--- src/rtl/ram_bist_pkg.sv ---
// rtl/ram_bist_pkg.sv - shared pattern modes, FSM states and LFSR taps for ram_bist
package ram_bist_pkg;

  localparam logic [1:0] MODE_INC  = 2'd0;
  localparam logic [1:0] MODE_WALK = 2'd1;
  localparam logic [1:0] MODE_LFSR = 2'd2;
  localparam logic [1:0] MODE_INV  = 2'd3;

  typedef enum logic [2:0] {
    ST_IDLE,
    ST_WRITE,
    ST_READ,
    ST_DRAIN,
    ST_DONE
  } state_t;

  // Right-shifting Galois masks: bit (e-1) set for each polynomial exponent e.
  function automatic logic [63:0] lfsr_taps(input int w);
    case (w)
      4:       return 64'h0000_0000_0000_000C;
      5:       return 64'h0000_0000_0000_0014;
      6:       return 64'h0000_0000_0000_0030;
      7:       return 64'h0000_0000_0000_0060;
      8:       return 64'h0000_0000_0000_00B8;
      9:       return 64'h0000_0000_0000_0110;
      10:      return 64'h0000_0000_0000_0240;
      11:      return 64'h0000_0000_0000_0500;
      12:      return 64'h0000_0000_0000_0829;
      16:      return 64'h0000_0000_0000_B400;
      32:      return 64'h0000_0000_8020_0003;
      64:      return 64'hD800_0000_0000_0000;
      default: return (64'd1 << (w - 1)) | 64'd1;
    endcase
  endfunction

endpackage

--- src/rtl/ram_bist_patgen.sv ---
// rtl/ram_bist_patgen.sv - restartable BIST data pattern generator
// o_word is word k after k steps following a load.
module ram_bist_patgen
  import ram_bist_pkg::*;
#(
  parameter int DATA_W = 16,
  parameter int ADDR_W = 9
) (
  input  logic              i_clk,
  input  logic              i_rst,
  input  logic              i_load,
  input  logic              i_step,
  input  logic [1:0]        i_mode,
  input  logic [DATA_W-1:0] i_seed,
  output logic [DATA_W-1:0] o_word
);

  localparam logic [DATA_W-1:0] TAPS = DATA_W'(lfsr_taps(DATA_W));

  logic [1:0]        r_mode;
  logic [DATA_W-1:0] r_seed;
  logic [DATA_W-1:0] r_word;
  logic [ADDR_W-1:0] r_idx;
  logic [DATA_W-1:0] w_nz_seed;
  logic [DATA_W-1:0] w_init;
  logic [DATA_W-1:0] w_next;
  logic [ADDR_W-1:0] w_idx_next;

  function automatic logic [DATA_W-1:0] inv_word(input logic [ADDR_W-1:0] idx,
                                                  input logic [DATA_W-1:0] s);
    logic [ADDR_W-1:0] n;
    n = ~idx;
    return DATA_W'(n) ^ s;
  endfunction

  assign w_nz_seed  = (i_seed == '0) ? DATA_W'(1) : i_seed;
  assign w_idx_next = r_idx + ADDR_W'(1);

  always_comb begin
    w_init = i_seed;
    case (i_mode)
      MODE_INC:  w_init = i_seed;
      MODE_WALK: w_init = w_nz_seed;
      MODE_LFSR: w_init = w_nz_seed;
      MODE_INV:  w_init = inv_word('0, i_seed);
      default:   w_init = i_seed;
    endcase
  end

  always_comb begin
    w_next = r_word;
    case (r_mode)
      MODE_INC:  w_next = r_word + DATA_W'(1);
      MODE_WALK: w_next = {r_word[DATA_W-2:0], r_word[DATA_W-1]};
      MODE_LFSR: w_next = r_word[0] ? ((r_word >> 1) ^ TAPS) : (r_word >> 1);
      MODE_INV:  w_next = inv_word(w_idx_next, r_seed);
      default:   w_next = r_word;
    endcase
  end

  always_ff @(posedge i_clk) begin
    if (i_rst) begin
      r_mode <= '0;
      r_seed <= '0;
      r_word <= '0;
      r_idx  <= '0;
    end else if (i_load) begin
      r_mode <= i_mode;
      r_seed <= i_seed;
      r_word <= w_init;
      r_idx  <= '0;
    end else if (i_step) begin
      r_word <= w_next;
      r_idx  <= w_idx_next;
    end
  end

  assign o_word = r_word;

endmodule

--- src/rtl/ram_bist.sv ---
// rtl/ram_bist.sv - fill/read-back self-test engine for a simple dual-port RAM
// Write and expected streams come from two identical generators restarted from the same seed.
module ram_bist
  import ram_bist_pkg::*;
#(
  parameter int DATA_W     = 16,
  parameter int ADDR_W     = 9,
  parameter int RD_LATENCY = 1,
  parameter int ERR_CNT_W  = 16
) (
  input  logic                 i_clk,
  input  logic                 i_rst,
  input  logic                 i_start,
  input  logic [1:0]           i_mode,
  input  logic [DATA_W-1:0]    i_seed,
  output logic                 o_busy,
  output logic                 o_done,
  output logic                 o_pass,
  output logic [ERR_CNT_W-1:0] o_err_cnt,
  output logic [ADDR_W-1:0]    o_first_err_addr,
  output logic [DATA_W-1:0]    o_first_err_exp,
  output logic [DATA_W-1:0]    o_first_err_got,
  output logic                 o_ram_we,
  output logic [ADDR_W-1:0]    o_ram_waddr,
  output logic [DATA_W-1:0]    o_ram_wdata,
  output logic [ADDR_W-1:0]    o_ram_raddr,
  input  logic [DATA_W-1:0]    i_ram_rdata
);

  localparam logic [ADDR_W-1:0] LAST_ADDR = '1;
  localparam logic [2:0]        DRAIN_END = 3'(RD_LATENCY);

  state_t                r_state;
  state_t                w_next_state;
  logic [ADDR_W-1:0]     r_waddr;
  logic [ADDR_W-1:0]     r_raddr;
  logic [2:0]            r_drain;
  logic [1:0]            r_mode;
  logic [DATA_W-1:0]     r_seed;
  logic [ERR_CNT_W-1:0]  r_err_cnt;
  logic [ADDR_W-1:0]     r_first_addr;
  logic [DATA_W-1:0]     r_first_exp;
  logic [DATA_W-1:0]     r_first_got;
  logic                  r_pass;
  logic                  r_pv [RD_LATENCY];
  logic [ADDR_W-1:0]     r_pa [RD_LATENCY];
  logic [DATA_W-1:0]     r_pe [RD_LATENCY];
  logic                  w_start_acc;
  logic                  w_rgen_load;
  logic                  w_mismatch;
  logic [DATA_W-1:0]     w_wdata;
  logic [DATA_W-1:0]     w_exp;

  assign w_start_acc = i_start && (r_state == ST_IDLE || r_state == ST_DONE);
  assign w_rgen_load = (r_state == ST_WRITE) && (r_waddr == LAST_ADDR);
  assign w_mismatch  = r_pv[RD_LATENCY-1] && (i_ram_rdata != r_pe[RD_LATENCY-1]);

  ram_bist_patgen #(.DATA_W(DATA_W), .ADDR_W(ADDR_W)) u_wgen (
    .i_clk  (i_clk),
    .i_rst  (i_rst),
    .i_load (w_start_acc),
    .i_step (r_state == ST_WRITE),
    .i_mode (i_mode),
    .i_seed (i_seed),
    .o_word (w_wdata)
  );

  ram_bist_patgen #(.DATA_W(DATA_W), .ADDR_W(ADDR_W)) u_rgen (
    .i_clk  (i_clk),
    .i_rst  (i_rst),
    .i_load (w_rgen_load),
    .i_step (r_state == ST_READ),
    .i_mode (r_mode),
    .i_seed (r_seed),
    .o_word (w_exp)
  );

  always_ff @(posedge i_clk) begin
    if (i_rst) r_state <= ST_IDLE;
    else       r_state <= w_next_state;
  end

  // DRAIN lasts RD_LATENCY+1 cycles: the last compare lands, then pass samples a settled count.
  always_comb begin
    w_next_state = r_state;
    case (r_state)
      ST_IDLE:  if (i_start) w_next_state = ST_WRITE;
      ST_WRITE: if (r_waddr == LAST_ADDR) w_next_state = ST_READ;
      ST_READ:  if (r_raddr == LAST_ADDR) w_next_state = ST_DRAIN;
      ST_DRAIN: if (r_drain == DRAIN_END) w_next_state = ST_DONE;
      ST_DONE:  if (i_start) w_next_state = ST_WRITE;
      default:  w_next_state = ST_IDLE;
    endcase
  end

  always_ff @(posedge i_clk) begin
    if (i_rst) begin
      r_waddr <= '0;
      r_raddr <= '0;
      r_drain <= '0;
      r_mode  <= '0;
      r_seed  <= '0;
    end else if (w_start_acc) begin
      r_waddr <= '0;
      r_raddr <= '0;
      r_drain <= '0;
      r_mode  <= i_mode;
      r_seed  <= i_seed;
    end else begin
      if (r_state == ST_WRITE && r_waddr != LAST_ADDR) r_waddr <= r_waddr + ADDR_W'(1);
      if (r_state == ST_READ && r_raddr != LAST_ADDR)  r_raddr <= r_raddr + ADDR_W'(1);
      if (r_state == ST_DRAIN)                         r_drain <= r_drain + 3'd1;
    end
  end

  always_ff @(posedge i_clk) begin
    if (i_rst) begin
      for (int i = 0; i < RD_LATENCY; i++) begin
        r_pv[i] <= 1'b0;
        r_pa[i] <= '0;
        r_pe[i] <= '0;
      end
    end else begin
      r_pv[0] <= (r_state == ST_READ);
      r_pa[0] <= r_raddr;
      r_pe[0] <= w_exp;
      for (int i = 1; i < RD_LATENCY; i++) begin
        r_pv[i] <= r_pv[i-1];
        r_pa[i] <= r_pa[i-1];
        r_pe[i] <= r_pe[i-1];
      end
    end
  end

  // A saturated count never returns to zero, so err_cnt==0 marks the first mismatch.
  always_ff @(posedge i_clk) begin
    if (i_rst || w_start_acc) begin
      r_err_cnt    <= '0;
      r_first_addr <= '0;
      r_first_exp  <= '0;
      r_first_got  <= '0;
      r_pass       <= 1'b0;
    end else begin
      if (w_mismatch) begin
        if (r_err_cnt != '1) r_err_cnt <= r_err_cnt + ERR_CNT_W'(1);
        if (r_err_cnt == '0) begin
          r_first_addr <= r_pa[RD_LATENCY-1];
          r_first_exp  <= r_pe[RD_LATENCY-1];
          r_first_got  <= i_ram_rdata;
        end
      end
      if (r_state == ST_DRAIN && w_next_state == ST_DONE) r_pass <= (r_err_cnt == '0);
    end
  end

  assign o_busy           = (r_state == ST_WRITE) || (r_state == ST_READ) || (r_state == ST_DRAIN);
  assign o_done           = (r_state == ST_DONE);
  assign o_pass           = r_pass;
  assign o_err_cnt        = r_err_cnt;
  assign o_first_err_addr = r_first_addr;
  assign o_first_err_exp  = r_first_exp;
  assign o_first_err_got  = r_first_got;
  assign o_ram_we         = (r_state == ST_WRITE);
  assign o_ram_waddr      = r_waddr;
  assign o_ram_wdata      = w_wdata;
  assign o_ram_raddr      = r_raddr;

endmodule

--- config.mk ---
export PLATFORM = sky130hd
export DESIGN_NAME = ram_bist
export DESIGN_NICKNAME = d
export VERILOG_FILES = /design/src/rtl/ram_bist_pkg.sv /design/src/rtl/ram_bist_patgen.sv /design/src/rtl/ram_bist.sv
export SDC_FILE = /design/constraint.sdc
export NUM_CORES = 1
export LEC_CHECK = 0
export BUFFER_PORTS_ARGS = -buffer_cell sky130_fd_sc_hd__buf_2
export CAP_MARGIN = 0
export CORE_ASPECT_RATIO = 1.75
export CORE_MARGIN = 4
export CORE_UTILIZATION = 63
export CTS_BUF_LIST = sky130_fd_sc_hd__clkbuf_4 sky130_fd_sc_hd__clkbuf_8 sky130_fd_sc_hd__clkbuf_16
export DETAILED_ROUTE_END_ITERATION = 12
export PLACE_DENSITY = 0.89
export REMOVE_ABC_BUFFERS = 1
export SLEW_MARGIN = 30
export SYNTH_ARGS = -nofsm -noshare
export SYNTH_HDL_FRONTEND = slang
export SYNTH_SLANG_ARGS = --single-unit
--- constraint.sdc ---
create_clock -name i_clk -period 3.55 [get_ports i_clk]
set_clock_uncertainty 0.2 [all_clocks]
set_input_delay 0.5325 -clock i_clk [delete_from_list [all_inputs] [get_ports i_clk]]
set_output_delay 0.5325 -clock i_clk [all_outputs]
set_load 0.005 [all_outputs]
# Word level (Yosys, flattened, before mapping)
# Memories as Yosys holds them, arrays and structs flattened. A register that Yosys moved wholly into a read port is not among the register bits.
# Cells that the tools add are included.
dict set report classes {
  add_sub_neg 8
  n_eq_ne 21
  n_mux 26
  bitwise 8
  reduce_logical 29
}
# cell n
set op_table {}
lappend op_table {{$mux W16} 9}
lappend op_table {{$pmux W16 S4} 2}
lappend op_table {{$pmux W16 S3} 2}
lappend op_table {{$add A16 B1 Y16 const B} 3}
lappend op_table {{$logic_not A16 Y1} 3}
lappend op_table {{$add A9 B1 Y9 const B} 4}
lappend op_table {{$not A9 Y9} 4}
lappend op_table {{$xor A9 B16 Y16} 2}
lappend op_table {{$eq A9 B9 Y1 const B} 2}
lappend op_table {{$ne A9 B9 Y1 const B} 2}
lappend op_table {{$ne A16 B16 Y1} 1}
lappend op_table {{$ne A16 B16 Y1 const B} 1}
lappend op_table {{$reduce_or A16 Y1} 1}
lappend op_table {{$eq A2 B2 Y1 const B} 6}
lappend op_table {{$mux W3} 4}
lappend op_table {{$pmux W3 S4} 1}
lappend op_table {{$reduce_or A2 Y1} 5}
lappend op_table {{$mux W9} 1}
lappend op_table {{$reduce_or A9 Y1} 1}
lappend op_table {{$not A3 Y4} 2}
lappend op_table {{$mux W1} 7}
lappend op_table {{$eq A2 B1 Y1 const B} 3}
lappend op_table {{$eq A3 B1 Y1 const B} 2}
lappend op_table {{$eq A3 B2 Y1 const B} 2}
lappend op_table {{9 further kinds} 22}
dict set report word_totals {
  reg_bits 159
  ram_bits 26
  input_bits 37
  output_inout_bits 95
  elab_cells 111
  n_memories 3
}
# name words width rd rd_clocked_by_memory_dff write_ports line_no
set memory_table {}
lappend memory_table {r_pe 1 16 1 0 1 ram_bist.sv:47} ;# logic [DATA_W-1:0] r_pe [RD_LATENCY];
lappend memory_table {r_pa 1 9 1 1 1 ram_bist.sv:46} ;# logic [ADDR_W-1:0] r_pa [RD_LATENCY];
lappend memory_table {r_pv 1 1 1 0 1 ram_bist.sv:45} ;# logic r_pv [RD_LATENCY];

# Logic depth before layout (Yosys ltp)
dict set report logic_depth {
  depth_word 6
  mapped_depth 11
  depth_no_buf 9
}

# Cells and area by module
# From an unflattened synthesis, not the netlist that was laid out.
dict set report hier_totals {
  hier_cells 1272
  area_unflattened_um2 11228.3
}
# mod instances cells_per_inst area_per_inst_um2 seq_area_each_um2
set modules_own_cells {}
lappend modules_own_cells {ram_bist_patgen 2 346 2912.8 860.8}
lappend modules_own_cells {ram_bist 1 580 5402.7 2522.4}

# Least setup slack after synthesis
# OpenSTA, ideal clock, no wires.
dict set report synth_path {
  kind {register to register}
  startpoint {register r_raddr[0], in the netlist o_ram_raddr[0]}
  endpoint {register r_raddr[5], in the netlist o_ram_raddr[5]}
  setup_time_ns 0.070
  arrival_time_ns 2.013
  required_ns 3.280
  setup_slack_ns 1.266
  path_stages_with_launch 9
  path_buffers 0
  period_less_slack_ns 2.284
  cell_sequence {dfxtp_1 > ha_1 > nand2_1 > nor3_1 > ha_1 > nor4b_2 > nand4_1 > or3_1 > a21oi_1}
}
dict set report synth_between {
  elab_chain_cells 2
  word_cells_on_any_way 3
  cone_classes {add/sub (1); eq/ne (1); reduce/logical (1)}
}
# element line_no
set synth_rtl {}
lappend synth_rtl {{start, declared} ram_bist.sv:36} ;# logic [ADDR_W-1:0] r_raddr;
lappend synth_rtl {{start signal, assigned} ram_bist.sv:111} ;# if (r_state == ST_READ && r_raddr != LAST_ADDR) r_raddr <= r_raddr + ADDR_W'(1);
lappend synth_rtl {{branches (longest 2 deep; another with $add A9 B1 Y9)} --}
# Several ways; the timed one is not identified.
# A chain may end at the register's enable or synchronous reset.

# Worst setup path after layout
dict set report layout_path {
  startpoint {register r_state[0]}
  endpoint {output o_ram_we}
}
dict set report layout_between {
  elab_chain_cells 1
}
# element line_no
set layout_rtl {}
lappend layout_rtl {{start, declared} ram_bist.sv:33} ;# state_t r_state;
lappend layout_rtl {{start signal, assigned} ram_bist.sv:80} ;# else r_state <= w_next_state;
lappend layout_rtl {{$eq A3 B1 Y1} ram_bist.sv:163} ;# assign o_ram_we = (r_state == ST_WRITE);
lappend layout_rtl {{end, declared} ram_bist.sv:23} ;# output logic o_ram_we,
# No other way between the ends.

==> metrics.yaml <==
cts:
  cts_setup_buffers: 0
  htreeDepth: 4
  postCtsResizedCells: 0
  clkSinkCount: 194
  clock_path_buffers: 2
  tritoncts: "done"
  clock_latency_ps: 440
  numCtsBuffers: 17
  cts_hold_buffers: 0
  path_clk_slew_ps: 80
  cts_root_buffer: "clkbuf_16"
floorplanning:
  io_pins: 132
  dieWidth_um: 103.2
  die_h_um: 174.6
  coreArea_mm2: 0.01546
  initial_utilization: 0.6458
  rows: 60
  die_area_mm2: 0.01801
placement:
  port_buffers: 131
  placed_cells: 1489
  place_hpwl_mm: 19.53
  place_area_mm2: 0.01064
  place_congestion: 0.9474
layout:
  layout-drive-gt1-share: 0.1543
  layout.cells.non_filler: 1521
  fin_area_mm2: 0.01123
  layout.nets: 1377
  n_antenna_cell: 0
  utilization: 0.7259
  syn_to_final_growth_pct: 12.40
  nFillCells: 1205
worst_setup_path:
  r2r_start: "r_state[0]"
  worstPathMaxFanout: 16
  cp_num_buf_inv: 3
  crit_slowest_cell: "or3b_1"
  path_cells: "or3b_1 -> inv_1 -> buf_4 -> buf_2"
  r2r_end: "o_ram_waddr[7]"
  crit_arrival_ps: 2240
  startpoint_type: "flip-flop"
  reg2regPathDepth: 5
  crit_path_end_kind: "primary output"
  cp.required_ps: 2820
  crit_end: "o_ram_we"
  path_delay_family: "simple AND/OR/NAND/NOR gates"
  critical-path-max-stage-delay_ps: 680
  critPathKind: "reg2out"
  rrSetupSlack_ps: 750
  path_depth: 4
  crit_start: "r_state[0]"
route:
  first_pass_iters: 6
  vias_per_cell: 6.541
  detail_route.wl_per_cell_um: 18.70
  vias: 9949
  route.detailed.drc: 0
  antenna_left: 0
  drt-initial-drc-count: 1088
  routed_wl_mm: 28.44
timing:
  slew_viol_final: 0
  relSlewSlack: 0.3961
  hold_viol: 0
  setup_viol: 0
  whs_ps: 83.07
  rsz0062_at_grt: "false"
  tightest_slew_ps: 905.9
  timing.fmax_mhz: 336.4
  fin_crit_sh: 0.8373
  tns_ps: 0
  period_needed_ps: 2972
global_routing:
  grt_pass1_wl_mm: 45.33
  grt-ovfl-total: 0
  grt_pass1_vias: 9517
  grt_max_degree: 86
  grtUsageTotal: 0.3083
  antenna_found_initial: 0
power:
  p_per_area_mw_per_mm2: 410.0
  ir_worst_vdd_v: 0.0002712
  leakage_uw: 0.004276
synth:
  synth_top_area_share: 0.3889
  synth-edff-count: 0
  synth-main-ff-cell: "dfxtp_1"
  postSynthAreaPerCell_um2: 7.939
  async_flop_share: 0
  synthDistinctLibCells: 73
  ys_warn_count: 0
  synth_area_leaders: "dfxtp_1 39%, a21oi_1 7.1%, nand2_1 5.4%"
  yosysTopAreaCell: "dfxtp_1"
  netlist_area_mm2: 0.009987
  ys_seq_area_frac: 0.3889
  synth_seq_cells: 194
  syn_inst: 1258
min_path:
  hold_path_class: "in2reg"
job:
  drv_cap: 0
outcome:
  status: "completed"
-- synth_stat cells, types with 3 or more instances --
library cell and number:
o311ai_0 5, mux4_2 4, o221ai_1 7, nor2_1 74, nor3_1 24, nand2b_1 6
nand2_1 145, o31ai_1 7, a22oi_1 7, o21a_1 4, a221o_1 12, a21o_1 4
dfxtp_1 194, clkbuf_1 83, buf_2 14, o211ai_1 3, a211o_1 3, inv_1 27
and2_1 3, nor4_1 24, or4_1 5, o22ai_1 11, nand4_1 28, nor2b_1 24
buf_1 7, xnor2_1 36, xor2_1 56, and3_1 8, ha_1 18, a31oi_1 3
a2111oi_0 4, or3_1 14, a221oi_1 9, o21ai_0 91, a211oi_1 18, a21oi_1 142
mux2i_1 8, nand3_1 82
-- how the worst min path moves through the flow --
stage | startpoint | endpoint | slack, ps | cells after the start
after floorplan | u_rgen.r_seed[15] | u_rgen.r_seed[15] | 230 | 2
after global placement | r_pa[0][6] | o_first_err_addr[6] | 230 | 2
after detailed placement | r_pa[0][5] | o_first_err_addr[5] | 240 | 2
after CTS | i_rst | u_wgen.r_seed[12] | 80 | 2
after global routing | i_rst | u_wgen.r_seed[12] | 80 | 2
final | i_rst | u_wgen.r_seed[12] | 80 | 2
-- cell type report --
| type | instances | area (µm²) | area share |
|---|---|---|---|
| flip-flops and latches | 194 | 3884 | 0.3460 |
| clock inverters | 15 | 163.9 | 0.01460 |
| clock buffers | 17 | 425.4 | 0.03790 |
| multi-input cells | 930 | 5584 | 0.4974 |
| inverters | 28 | 105.1 | 0.009362 |
| repair buffers | 151 | 830.8 | 0.07401 |
| well taps | 186 | 232.7 | 0.02073 |
-- where the power goes --
group | switching [µW] | leakage [µW] | internal (µW)
clock | 964 | 0.000283 | 950
sequential | 89.2 | 0.00157 | 2210
combinational | 240 | 0.00243 | 147
-- metal layers --
layer	global-route usage	routed length [µm]	share of wire	vias to the layer above
met2	0.5268	14310	0.50	571
met4	0.1891	1644	0.058	0
met5	0	0	0	-
met1	0.3493	10500	0.37	4619
met3	0.04618	1989	0.070	133
li1	-	-	-	4626
-- cell usage in the layout (no fill, tap or decap), drive strengths merged, types with 30 or more instances in the layout --
cell,n
nand2,145
buf,151
dfxtp,194
xor2,56
o21ai,91
nand4,30
xnor2,36
inv,35
nand3,82
a21oi,142
nor2,75
-- logic make-up (layout without fill, tap and decap cells) --
kind of cell | count (synthesis) | after routing | share of synthesized area
buffers and inverters | 134 | 211 | 0.05299
AOI/OAI and AO/OA | 346 | 346 | 0.2091
adders and majority gates | 18 | 18 | 0.02255
and+or+nand+nor | 461 | 461 | 0.2276
xor gates and xnor gates | 92 | 92 | 0.08068
muxes | 13 | 13 | 0.01817
DFF | 194 | 194 | 0.3889
-- per-stage QoR --
stage	setup slack, ps	total power (µW)
2_1_floorplan	354.4	2542
3_3_place_gp	847.0	2714
3_5_place_dp	762.2	2722
4_1_cts	608.1	4604
5_1_grt	472.8	4741
6_report	577.6	4602
-- flip-flops by register name (all words and copies together) (netlist names), 2 cells and up --
signal            flops
r_drain               3
u_wgen.r_mode         2
o_ram_raddr           9
o_first_err_addr      9
u_wgen.r_seed        16
o_first_err_got      16
u_wgen.r_idx          9
u_rgen.r_mode         2
r_pe                 16
r_pa                  9
u_rgen.r_seed        16
u_wgen.o_word        16
o_ram_waddr           9
o_first_err_exp      16
o_err_cnt            16
r_state               3
u_rgen.r_idx          9
u_rgen.o_word        16
-- worst register-to-register path: stages (launching register included) --
cell and delay (ps):
dfxtp_1 590, or3b_1 690, nor2_2 420, nand4_1 270, or3_1 370, a21oi_1 180
No activity file was read; power rests on OpenSTA's default activity.
